<file path="src/rtl/mem_arb_pkg.sv">
// Purpose : shared types and default sizing for the two-port SRAM arbiter.
// Latency : n/a (declarations only).
// Backpress: n/a.
package mem_arb_pkg;

    localparam int DEF_ADDR_W   = 16;
    localparam int DEF_DATA_W   = 32;
    localparam int DEF_MAX_LOCK = 8;

    // Arbiter FSM: IDLE (no traffic last cycle), RR (round-robin), LOCK1 (m1 owns the SRAM)
    typedef enum logic [1:0] {
        IDLE  = 2'd0,
        RR    = 2'd1,
        LOCK1 = 2'd2
    } arb_state_e;

    // A byte address is out of range when any bit above the word-address field is set.
    function automatic logic addr_oor(input logic [31:0] addr, input int addr_w);
        return (addr >> (addr_w + 2)) != 32'd0;
    endfunction

endpackage

</file>
<file path="src/rtl/rr_pick2.sv">
// Purpose : two-way round-robin picker; a lone requester always wins, a tie goes to the
//           requester that was not granted last.  Ports: req[1:0] in, last in (1 = m1 won last), gnt[1:0] out.
// Latency : purely combinational.  Backpress: none; losers simply see gnt=0.
module rr_pick2 (
    input  logic [1:0] req,
    input  logic       last,
    output logic [1:0] gnt
);

    always_comb begin
        gnt = 2'b00;
        if (req == 2'b11) begin
            gnt = last ? 2'b01 : 2'b10;
        end else begin
            gnt = req;
        end
    end

endmodule

</file>
<file path="src/rtl/mem_arbiter.sv">
// Purpose : arbitrates CPU port m0 and loader/debug port m1 onto one single-port SRAM, with an
//           optional bounded m1 lock; ports m0_*/m1_* (req/we/addr/wdata in, gnt/rvalid/rdata/err out),
//           m1_lock in, DM_* SRAM side, clk + synchronous active-low rst.
// Latency : grant is combinational with the request; read/err responses arrive exactly one cycle later.
// Backpress: a requester that does not see gnt must hold its inputs; one grant per cycle sustained.
module mem_arbiter
    import mem_arb_pkg::*;
#(
    parameter int ADDR_W   = DEF_ADDR_W,
    parameter int DATA_W   = DEF_DATA_W,
    parameter int MAX_LOCK = DEF_MAX_LOCK
) (
    input  logic              clk,
    input  logic              rst,

    input  logic              m0_req,
    input  logic              m0_we,
    input  logic [31:0]       m0_addr,
    input  logic [DATA_W-1:0] m0_wdata,
    output logic              m0_gnt,
    output logic              m0_rvalid,
    output logic [DATA_W-1:0] m0_rdata,
    output logic              m0_err,

    input  logic              m1_req,
    input  logic              m1_we,
    input  logic [31:0]       m1_addr,
    input  logic [DATA_W-1:0] m1_wdata,
    output logic              m1_gnt,
    output logic              m1_rvalid,
    output logic [DATA_W-1:0] m1_rdata,
    output logic              m1_err,
    input  logic              m1_lock,

    output logic              DM_enable,
    output logic              DM_write,
    output logic [ADDR_W-1:0] DM_address,
    output logic [DATA_W-1:0] DM_in,
    input  logic [DATA_W-1:0] DM_out
);

    localparam int               CNT_W      = $clog2(MAX_LOCK) + 1;
    localparam logic [CNT_W-1:0] LOCK_LIMIT = CNT_W'(MAX_LOCK);

    arb_state_e       state_q, state_d;
    logic             last_q, last_d;          // 1 = m1 received the most recent grant
    logic [CNT_W-1:0] lock_cnt_q, lock_cnt_d;
    logic [1:0]       rvalid_q, rvalid_d;
    logic [1:0]       err_q, err_d;

    logic [1:0]        rr_gnt;
    logic [1:0]        gnt;
    logic              any_req;
    logic              m0_oor, m1_oor;
    logic              win_we, win_oor;
    logic [ADDR_W-1:0] win_addr;
    logic [DATA_W-1:0] win_wdata;

    // Byte-lane bits are meaningless to a word-wide SRAM.
    logic unused_addr_lsb;
    assign unused_addr_lsb = ^{m0_addr[1:0], m1_addr[1:0]};

    assign any_req = m0_req | m1_req;
    assign m0_oor  = addr_oor(m0_addr, ADDR_W);
    assign m1_oor  = addr_oor(m1_addr, ADDR_W);

    rr_pick2 u_rr_pick2 (
        .req  ({m1_req, m0_req}),
        .last (last_q),
        .gnt  (rr_gnt)
    );

    // Grant select; everything downstream of gnt is silenced while reset is held.
    always_comb begin
        gnt = 2'b00;
        if (rst) begin
            if (state_q == LOCK1) begin
                gnt = {m1_req, 1'b0};
            end else begin
                gnt = rr_gnt;
            end
        end
    end

    assign m0_gnt = gnt[0];
    assign m1_gnt = gnt[1];

    // Winner mux feeding the SRAM.
    always_comb begin
        win_we    = m0_we;
        win_oor   = m0_oor;
        win_addr  = m0_addr[ADDR_W+1:2];
        win_wdata = m0_wdata;
        if (gnt[1]) begin
            win_we    = m1_we;
            win_oor   = m1_oor;
            win_addr  = m1_addr[ADDR_W+1:2];
            win_wdata = m1_wdata;
        end
    end

    // Out-of-range accesses are still granted (so the requester can move on) but never reach the SRAM.
    always_comb begin
        DM_enable  = 1'b0;
        DM_write   = 1'b0;
        DM_address = '0;
        DM_in      = '0;
        if (gnt != 2'b00) begin
            DM_enable  = ~win_oor;
            DM_write   = ~win_oor & win_we;
            DM_address = win_addr;
            DM_in      = win_wdata;
        end
    end

    // FSM next state, round-robin pointer and lock counter.
    always_comb begin
        state_d    = state_q;
        last_d     = last_q;
        lock_cnt_d = lock_cnt_q;

        if (gnt[0]) last_d = 1'b0;
        if (gnt[1]) last_d = 1'b1;

        case (state_q)
            IDLE: begin
                if (any_req) state_d = RR;
            end
            RR: begin
                if (!any_req) begin
                    state_d = IDLE;
                end else if (gnt[1] && m1_lock) begin
                    // The grant that opens the lock is the first locked grant of the session.
                    state_d    = LOCK1;
                    lock_cnt_d = CNT_W'(1);
                end
            end
            LOCK1: begin
                if (gnt[1] && lock_cnt_q != LOCK_LIMIT) begin
                    lock_cnt_d = lock_cnt_q + CNT_W'(1);
                end
                if (lock_cnt_d == LOCK_LIMIT) begin
                    // Session used up: hand the next contested cycle to m0.
                    state_d    = RR;
                    lock_cnt_d = '0;
                    last_d     = 1'b1;
                end else if (!m1_lock) begin
                    state_d    = RR;
                    lock_cnt_d = '0;
                end
            end
            default: begin
                state_d    = IDLE;
                lock_cnt_d = '0;
            end
        endcase
    end

    // Response tracking: reads and any out-of-range access answer one cycle after the grant.
    always_comb begin
        rvalid_d[0] = gnt[0] & (m0_oor | ~m0_we);
        rvalid_d[1] = gnt[1] & (m1_oor | ~m1_we);
        err_d[0]    = gnt[0] & m0_oor;
        err_d[1]    = gnt[1] & m1_oor;
    end

    always_ff @(posedge clk) begin
        if (!rst) begin
            state_q    <= IDLE;
            last_q     <= 1'b1;
            lock_cnt_q <= '0;
            rvalid_q   <= 2'b00;
            err_q      <= 2'b00;
        end else begin
            state_q    <= state_d;
            last_q     <= last_d;
            lock_cnt_q <= lock_cnt_d;
            rvalid_q   <= rvalid_d;
            err_q      <= err_d;
        end
    end

    // DM_out is only meaningful the cycle after an in-range read, so it is passed through only then.
    assign m0_rvalid = rst & rvalid_q[0];
    assign m1_rvalid = rst & rvalid_q[1];
    assign m0_err    = rst & err_q[0];
    assign m1_err    = rst & err_q[1];
    assign m0_rdata  = (rst & rvalid_q[0] & ~err_q[0]) ? DM_out : '0;
    assign m1_rdata  = (rst & rvalid_q[1] & ~err_q[1]) ? DM_out : '0;

endmodule

</file>
<file path="config.mk">
export PLATFORM = sky130hd
export DESIGN_NAME = mem_arbiter
export DESIGN_NICKNAME = d
export VERILOG_FILES = /design/src/rtl/mem_arb_pkg.sv /design/src/rtl/rr_pick2.sv /design/src/rtl/mem_arbiter.sv
export SDC_FILE = /design/constraint.sdc
export NUM_CORES = 1
export LEC_CHECK = 0
export ABC_AREA = 1
export CAP_MARGIN = 0
export CORE_AREA = 5 5 107 109
export DETAILED_ROUTE_END_ITERATION = 16
export DIE_AREA = 0 0 112 114
export PLACE_DENSITY = 0.68
export SLEW_MARGIN = 5
export SYNTH_ARGS = -nofsm -noshare
export SYNTH_HDL_FRONTEND = slang
export SYNTH_SLANG_ARGS = --single-unit
</file>
<file path="constraint.sdc">
create_clock -name clk -period 5 [get_ports clk]
set_input_delay 0.75 -clock clk [delete_from_list [all_inputs] [get_ports clk]]
set_output_delay 0.75 -clock clk [all_outputs]
set_load 0.05 [all_outputs]
</file>
==> results.cfg, run 1 <==
[yosys]
yosysMostFrequentCell = nor2_1
async_reset_ff_share_pct = 0
synth_common_cells = nor2_1, inv_1, o21ai_0, nand2_1, o21ai_1
syn_avg_cell_area_um2 = 5.00
synth_edf_count = 0
yosysSeqAreaShare_pct = 10.9
yosysUniqueCellTypes = 32
netlist.area_leader.share_pct = 33.9
netlist_top_cells_area = nor2_1, dfxtp_1, inv_1, o21ai_0, o21ai_1
synth_top_area_cell = nor2_1
syn_inst = 405
ys_warn_count = 0
netlist_area_um2 = 2020
ys_ff_latch = 11
syn_nets = 578
synthFlopType = dfxtp_1

[timing]
post-route-min-period_ns = 4.05
slew_headroom_pct = 59.7
fmaxAchievable_mhz = 247
rsz0062_at_grt = false
period_share_pct = 81.1
maxSlewViolCount = 0
worstMarginPinSlew_ns = 0.605
setup_viol = 0
hold_viol = 0
setup_tns_ns = 0
clock_skew_ns = 0.0141

[hold_path]
whs_path_depth = 2
min_from = state_q[1]$_SDFFE_PN0P_
hp-class = reg2reg

[cts]
cts.sinks = 11
clk_latency_ns = 0.25
root_buffer = clkbuf_8
cts.repair.resized = 0
cts.hold.buffers_added = 0
clockBufferDepth = 2
cts_tree = built
post_cts_buffers = 0
cts_made_buffers = 3
clkSlewWorstSetupHoldPaths_ns = 0.06
htree_levels = 1

[critical_path]
reg2reg_to = lock_cnt_q[1]$_SDFFE_PN0P_
cp-endpoint = DM_write
start_kind = primary input
reg2reg_setup_slack_ns = 2.87
setup.worst_path.start = rst
reg2reg_from = state_q[0]$_SDFFE_PN0P_
worst-r2r-cell-count = 14
cp.arrival_ns = 3.30
crit_fanout = 52
cp_data_required_time_ns = 4.25
critPathKind = in2out
end_kind = output pin

[floorplan]
dieArea_um2 = 12800
coreArea_um2 = 10500
die_y_um = 114
io_pins = 287
die_x_um = 112
rows = 38
initial_utilization_pct = 19.3

[route]
vias_per_cell = 4.25
drt_iter0_markers = 136
wl_per_cell_um = 14.2
routed_wirelength_um = 11500
first_pass_iters = 4
drc = 0
num_vias = 3441
drtAntennaViolNets = 0

[layout]
final_nets = 843
antennaDiodeCount = 0
fin_area_um2 = 4880
final_layout_size_suffix_gt1_share_pct = 12.0
syn_to_final_growth_pct = 141
fillerInstances = 1070
multi_input_area_um2 = 1460
final_cells = 809
regArea_um2 = 220

[flow_run]
drv_cap = 0

[pwr]
leakagePower_nw = 2.27
p_per_area_nw_per_um2 = 234
ir_drop_uv = 134

[grt]
grt_pass1_vias = 3393
grt_max_degree = 53
antenna_found_initial = 0
grt_usage_pct = 16.2
grt_pass1_wl_um = 17100
grt-ovfl-total = 0

[placement]
hpwl_um = 9740
gp_congestion = 0.901
placed_area_um2 = 4840
io_buffers = 282
placedCellCount = 805

[outcome]
run_status = finished clean
per-stage QoR:
step | total power, W | hold slack (ns) | setup slack, ns | util, %
2_1_floorplan | 0.000715 | 0.503 | 1.70 | -
3_3_place_gp | 0.00104 | 0.533 | 0.965 | 46.0
3_5_place_dp | 0.00105 | 0.548 | 0.957 | 46.0
4_1_cts | 0.00115 | 0.555 | 0.937 | 46.5
5_1_grt | 0.00121 | 0.607 | 0.824 | 46.5
6_report | 0.00114 | 0.552 | 0.945 | 46.5
cell type report:
type / count / area share, %
multi-input combinational: 312 / 29.9
sequential: 11 / 4.51
clock buffer: 4 / 0.923
tap: 140 / 3.59
inverter: 58 / 4.61
timing repair buffer: 284 / 56.4
metal layers:
layer	up-vias	routed length, um	global-route usage [%]	share of wire, %
met4	0	128	3.37	1.1
met1	1502	4410	18.2	38
met3	9	1000	4.19	8.7
met2	166	5950	30.9	52
met5	-	0	0	0
li1	1764	-	-	-
critical path, cell delays in order:
cell and delay, ns:
clkdlybuf4s50_1 0.63, nand2_4 0.16, clkinv_4 0.08, nand2_4 0.09
buf_4 0.45, a21oi_1 0.10, nor2_1 0.15, clkdlybuf4s50_1 0.86
worst min-delay path by stage:
stage	endpoint	slack, ns
global placement	state_q[1]$_SDFFE_PN0P_	0.53
detailed placement	state_q[1]$_SDFFE_PN0P_	0.55
CTS	state_q[1]$_SDFFE_PN0P_	0.55
floorplan	state_q[1]$_SDFFE_PN0P_	0.50
global route	state_q[1]$_SDFFE_PN0P_	0.61
finish	state_q[1]$_SDFFE_PN0P_	0.55
cells by family (layout without fill, tap and decap cells):
family / count (synthesis) / in the layout / synth area share, %
adders and majority gates: 6 / 6 / 3.71
AOI/OAI and AO/OA: 64 / 64 / 17.5
buffers and inverters: 82 / 346 / 17.0
and+or+nand+nor: 242 / 242 / 50.9
DFF: 11 / 11 / 10.9
state kept, by name, indices dropped and copies added (netlist names):
signal,flops
lock_cnt_q,4
err_q,2
rvalid_q,2
state_q,2
last_q,1
cell usage in the layout, fill, tap and decap left out:
cell type and n:
clkdlybuf4s50_1 234, nor2_1 183, inv_1 52, buf_4 47, o21ai_0 31, nand2_1 29, o21ai_1 22, dfxtp_1 11
nand2_2 7, a21oi_1 6, ha_1 6, nand4_1 5, inv_2 4, or2_2 3, nand3_1 3, clkbuf_8 3
buf_12 3, nand3_4 2, nand2_4 2, nor4_1 2, nand3_2 2, nor3_2 1, o21ai_2 1, clkinv_4 1
inv_4 1, nor4_2 1, nor2_2 1, a22oi_1 1, o21a_1 1, a32oi_4 1, nand3b_1 1, a211oi_1 1
clkbuf_1 1
report_power, final:
| group | switching [W] | internal (W) | total [W] |
|---|---|---|---|
| combinational | 0.000584 | 0.000342 | 0.000925 |
| clock | 0.0000369 | 0.0000561 | 0.0000930 |
| sequential | 0.0000173 | 0.000106 | 0.000123 |
Power figures use the tool's default switching activity.
==> run 2: changes to the inputs <==
CORE_AREA = 5 5 108 110   (was 5 5 107 109)
DIE_AREA = 0 0 113 115   (was 0 0 112 114)
PLACE_DENSITY = 0.67   (was 0.68)
clock period = 4.1 ns   (was 5 ns; I/O delays follow)
==> results.cfg, run 2 (synthesized netlist as in run 1, its figures left out) <==
[grt]
grt-ovfl-total = 0
grt_pass1_wl_um = 17500
grt_usage_pct = 16.6
antenna_found_initial = 0
grt_max_degree = 53
grt_pass1_vias = 3430

[critical_path]
crit_fanout = 32
start_kind = primary input
worst-r2r-cell-count = 14
reg2reg_from = state_q[0]$_SDFFE_PN0P_
critPathKind = in2out
setup.worst_path.start = rst
cp_data_required_time_ns = 3.48
reg2reg_to = lock_cnt_q[0]$_SDFFE_PN0P_
end_kind = output pin
cp.arrival_ns = 2.79
reg2reg_setup_slack_ns = 1.83

[layout]
fin_area_um2 = 5440
layout_commonest_cell = clkdlybuf4s50_1
fillerInstances = 1020
syn_to_final_growth_pct = 169
largest_reg_flops = 4
final_util_pct = 51.3
final_cells = 810
final_layout_size_suffix_gt1_share_pct = 12.5
final_cell_mix = clkdlybuf4s50_1, nor2_1, inv_1, buf_12, o21ai_0
top_register = lock_cnt_q
final_nets = 844
antennaDiodeCount = 0

[hold_path]
min_from = state_q[1]$_SDFFE_PN0P_
hp-class = reg2reg
min_to = state_q[1]$_SDFFE_PN0P_
whs_path_depth = 2

[cts]
htree_levels = 1
cts_tree = built
cts.hold.buffers_added = 0
root_buffer = clkbuf_8
cts.repair.resized = 0
cts.sinks = 11
post_cts_buffers = 0
clk_latency_ns = 0.24
clkSlewWorstSetupHoldPaths_ns = 0.05
clockBufferDepth = 2
cts_made_buffers = 3

[timing]
post-route-min-period_ns = 3.41
hold_viol = 0
worstMarginPinSlew_ns = 0.599
rsz0062_at_grt = false
whs_ns = 0.544
clock_skew_ns = 0.00438
setup_viol = 0
maxSlewViolCount = 0
slew_headroom_pct = 60.1
fmaxAchievable_mhz = 293
period_share_pct = 83.1
setup_tns_ns = 0

[pwr]
leakagePower_nw = 2.43
p_per_area_nw_per_um2 = 292
ir_drop_uv = 156

[route]
wl_per_cell_um = 14.8
vias_per_cell = 4.23
num_vias = 3428
drt_iter0_markers = 169
first_pass_iters = 4
routed_wirelength_um = 12000
drtAntennaViolNets = 0
drc = 0

[floorplan]
dieArea_um2 = 13000
io_pins = 287
die_x_um = 113
rows = 38
coreArea_um2 = 10600
initial_utilization_pct = 19.1
die_y_um = 115

[placement]
io_buffers = 282
hpwl_um = 10400
gp_congestion = 0.837
placed_area_um2 = 5400
placedCellCount = 806

[flow_run]
drv_cap = 0

[outcome]
run_status = finished clean
==> run 2: cell types whose count changed in the layout (fill, tap and decap cells not counted), sizes merged <==
cell           previous run  this run
buf                      50        54
clkdlybuf4s50           234       231
==> run 2: worst max path at each step <==
| stage | depth (start not counted) | endpoint | slack, ns |
|---|---|---|---|
| after floorplan | 8 | DM_address[10] | 1.07 |
| after global placement | 5 | m1_rdata[2] | 0.74 |
| after CTS | 5 | m1_rdata[7] | 0.68 |
| final | 5 | m0_rdata[21] | 0.69 |
| after global routing | 10 | DM_in[31] | 0.55 |
| after detailed placement | 5 | m0_rdata[23] | 0.69 |
==> run 2: through the flow <==
stage          setup slack, ns  power (W)
3_5_place_dp             0.693    0.00149
4_1_cts                  0.683    0.00160
3_3_place_gp             0.738    0.00147
6_report                 0.691    0.00159
5_1_grt                  0.547    0.00168
2_1_floorplan             1.07   0.000871
==> run 2: worst max-delay path, cell delays in order <==
cell and delay [ns]:
clkdlybuf4s50_1 0.54, nand2_1 0.08, or2_2 0.52, nor2_1 0.19, clkdlybuf4s50_1 0.83
==> run 2: final cells by class <==
cell class,count,area [um^2],share of cell area (%)
flip-flops and latches,11,220,4.05
well taps,140,175,3.22
multi-input cells,312,1460,26.8
repair buffers,285,3320,61.0
inverters,58,225,4.14
clock buffers,4,45.0,0.827
==> run 2: where the power goes <==
| part | internal, W | leakage, nW | switching [W] |
|---|---|---|---|
| logic | 0.000576 | 2.32 | 0.000750 |
| registers | 0.000129 | 0.0904 | 0.0000218 |
| clock network | 0.0000685 | 0.0228 | 0.0000429 |
| total | 0.000773 | 2.43 | 0.000815 |
==> run 2: metal layers <==
layer	GRT usage, %	vias to the layer above	wire length [um]
li1	-	1766	-
met1	18.5	1491	4500
met2	30.4	161	6090
met3	5.89	10	1240
met4	4.01	0	166
met5	0	-	0
==> run 3: changes to the inputs <==
PLACE_DENSITY = 0.7   (was 0.67)
clock period = 2.95 ns   (was 4.1 ns; I/O delays follow)
==> results.cfg, run 3 (synthesized netlist as in run 1, its figures left out) <==
[cts]
clockBufferDepth = 2
root_buffer = clkbuf_8
cts_made_buffers = 3
clkSlewWorstSetupHoldPaths_ns = 0.05
cts_tree = built
cts.sinks = 11
clk_latency_ns = 0.24
htree_levels = 1

[critical_path]
worst-r2r-cell-count = 15
end_kind = output pin
start_kind = primary input
reg2reg_setup_slack_ns = 0.71
reg2reg_from = state_q[0]$_SDFFE_PN0P_
reg2reg_to = lock_cnt_q[2]$_SDFFE_PN0P_
critPathKind = in2out
cp.arrival_ns = 2.38
cp_data_required_time_ns = 2.51
crit_fanout = 48

[timing]
worstMarginPinSlew_ns = 0.614
fmaxAchievable_mhz = 354
post-route-min-period_ns = 2.82
slew_headroom_pct = 59.1
period_share_pct = 95.7
whs_ns = 0.575
rsz0062_at_grt = false
maxSlewViolCount = 0
setup_viol = 0
setup_tns_ns = 0
hold_viol = 0
clock_skew_ns = 0.00458

[route]
route.met2.wl_um = 6900
first_pass_iters = 4
drt_iter0_markers = 142
wl_met1_um = 4470
wl_per_cell_um = 16.0
routed_wirelength_um = 13000
num_vias = 3562
wl_met3_um = 1290
drtAntennaViolNets = 0
drc = 0
vias_per_cell = 4.37
highest_layer = met5

[placement]
io_buffers = 282
placed_area_um2 = 6130
gp_congestion = 0.900
hpwl_um = 11600

[floorplan]
io_pins = 287
rows = 38
dieArea_um2 = 13000
initial_utilization_pct = 19.1
coreArea_um2 = 10600
die_y_um = 115
die_x_um = 113

[pwr]
p_per_area_nw_per_um2 = 380
leakagePower_nw = 2.79
ir_drop_uv = 267

[hold_path]
hp-class = reg2reg
whs_path_depth = 2
min_from = state_q[1]$_SDFFE_PN0P_
min_to = state_q[1]$_SDFFE_PN0P_

[layout]
layout_commonest_cell = nor2_1
final_cell_mix = nor2_1, clkdlybuf4s50_1, buf_12, inv_1, o21ai_0
final_nets = 849
final_util_pct = 58.2
antennaDiodeCount = 0
multi_input_area_um2 = 1460
final_layout_size_suffix_gt1_share_pct = 23.6
largest_reg_flops = 4
fillerInstances = 891
fin_area_um2 = 6170
regArea_um2 = 220
top_register = lock_cnt_q
syn_to_final_growth_pct = 205

[grt]
antenna_found_initial = 1
grt_max_degree = 49
grt_pass1_wl_um = 19400
grt_usage_pct = 18.7
grt_pass1_vias = 3699
grt-ovfl-total = 0

[outcome]
run_status = finished clean

[flow_run]
drv_cap = 0
==> run 3: cell count changes in the layout (fill, tap and decap cells not counted) <==
cell	previous run	this run
clkdlybuf4s50_1	231	162
buf_12	48	117
buf_4	6	11
nor2_1	183	182
nor2_2	1	2
==> run 3: timing repair <==
item | CTS | global route
endpoints found under the setup margin | 0 | 1
setup buffers | 0 | 0
hold buffers | 0 | 0
gates resized for setup | 0 | 1
==> run 3: final cells by class <==
class | instances | area share (%)
timing repair buffer | 290 | 65.5
multi-input combinational | 312 | 23.7
inverter | 58 | 3.65
sequential | 11 | 3.57
tap | 140 | 2.84
clock buffer | 4 | 0.729
==> run 3: how the worst max path moves through the flow <==
| stage | start | endpoint | slack [ns] |
|---|---|---|---|
| 6_report | rst | DM_in[16] | 0.13 |
| 5_1_grt | rst | DM_in[16] | 0.0005 |
| 4_1_cts | rst | DM_in[16] | 0.09 |
| 3_5_place_dp | rst | DM_in[16] | 0.11 |
| 3_3_place_gp | rst | DM_in[0] | 0.18 |
| 2_1_floorplan | state_q[0]$_SDFFE_PN0P_ | DM_address[10] | 0.17 |
==> run 3: per-layer routing <==
layer	GRT usage, %	vias up
met5	0	-
met2	35.2	177
li1	-	1777
met3	6.79	23
met4	5.77	2
met1	19.2	1583
==> run 3: stage by stage <==
stage                     std cells  power [W]  worst slack [ns]
after floorplan                 405    0.00121             0.170
after global placement          811    0.00216             0.179
after detailed placement        811    0.00220             0.114
after CTS                       815    0.00236            0.0921
after global routing            815    0.00248          0.000538
final                           815    0.00235             0.127
==> run 3: report_power, final <==
group / leakage [nW] / total (W) / internal, W / switching (W)
registers: 0.0904 / 0.000210 / 0.000180 / 0.0000299
clock network: 0.0228 / 0.000150 / 0.0000947 / 0.0000551
logic: 2.68 / 0.00199 / 0.000898 / 0.00109
total: 2.79 / 0.00235 / 0.00117 / 0.00117
==> run 3: critical path, stage by stage <==
cell and delay [ns]:
clkdlybuf4s50_1 0.63, inv_2 0.12, nor3_2 0.18, o21ai_2 0.12, nand2_1 0.12, buf_12 0.20, o21ai_0 0.12, nor2_1 0.24
buf_12 0.18
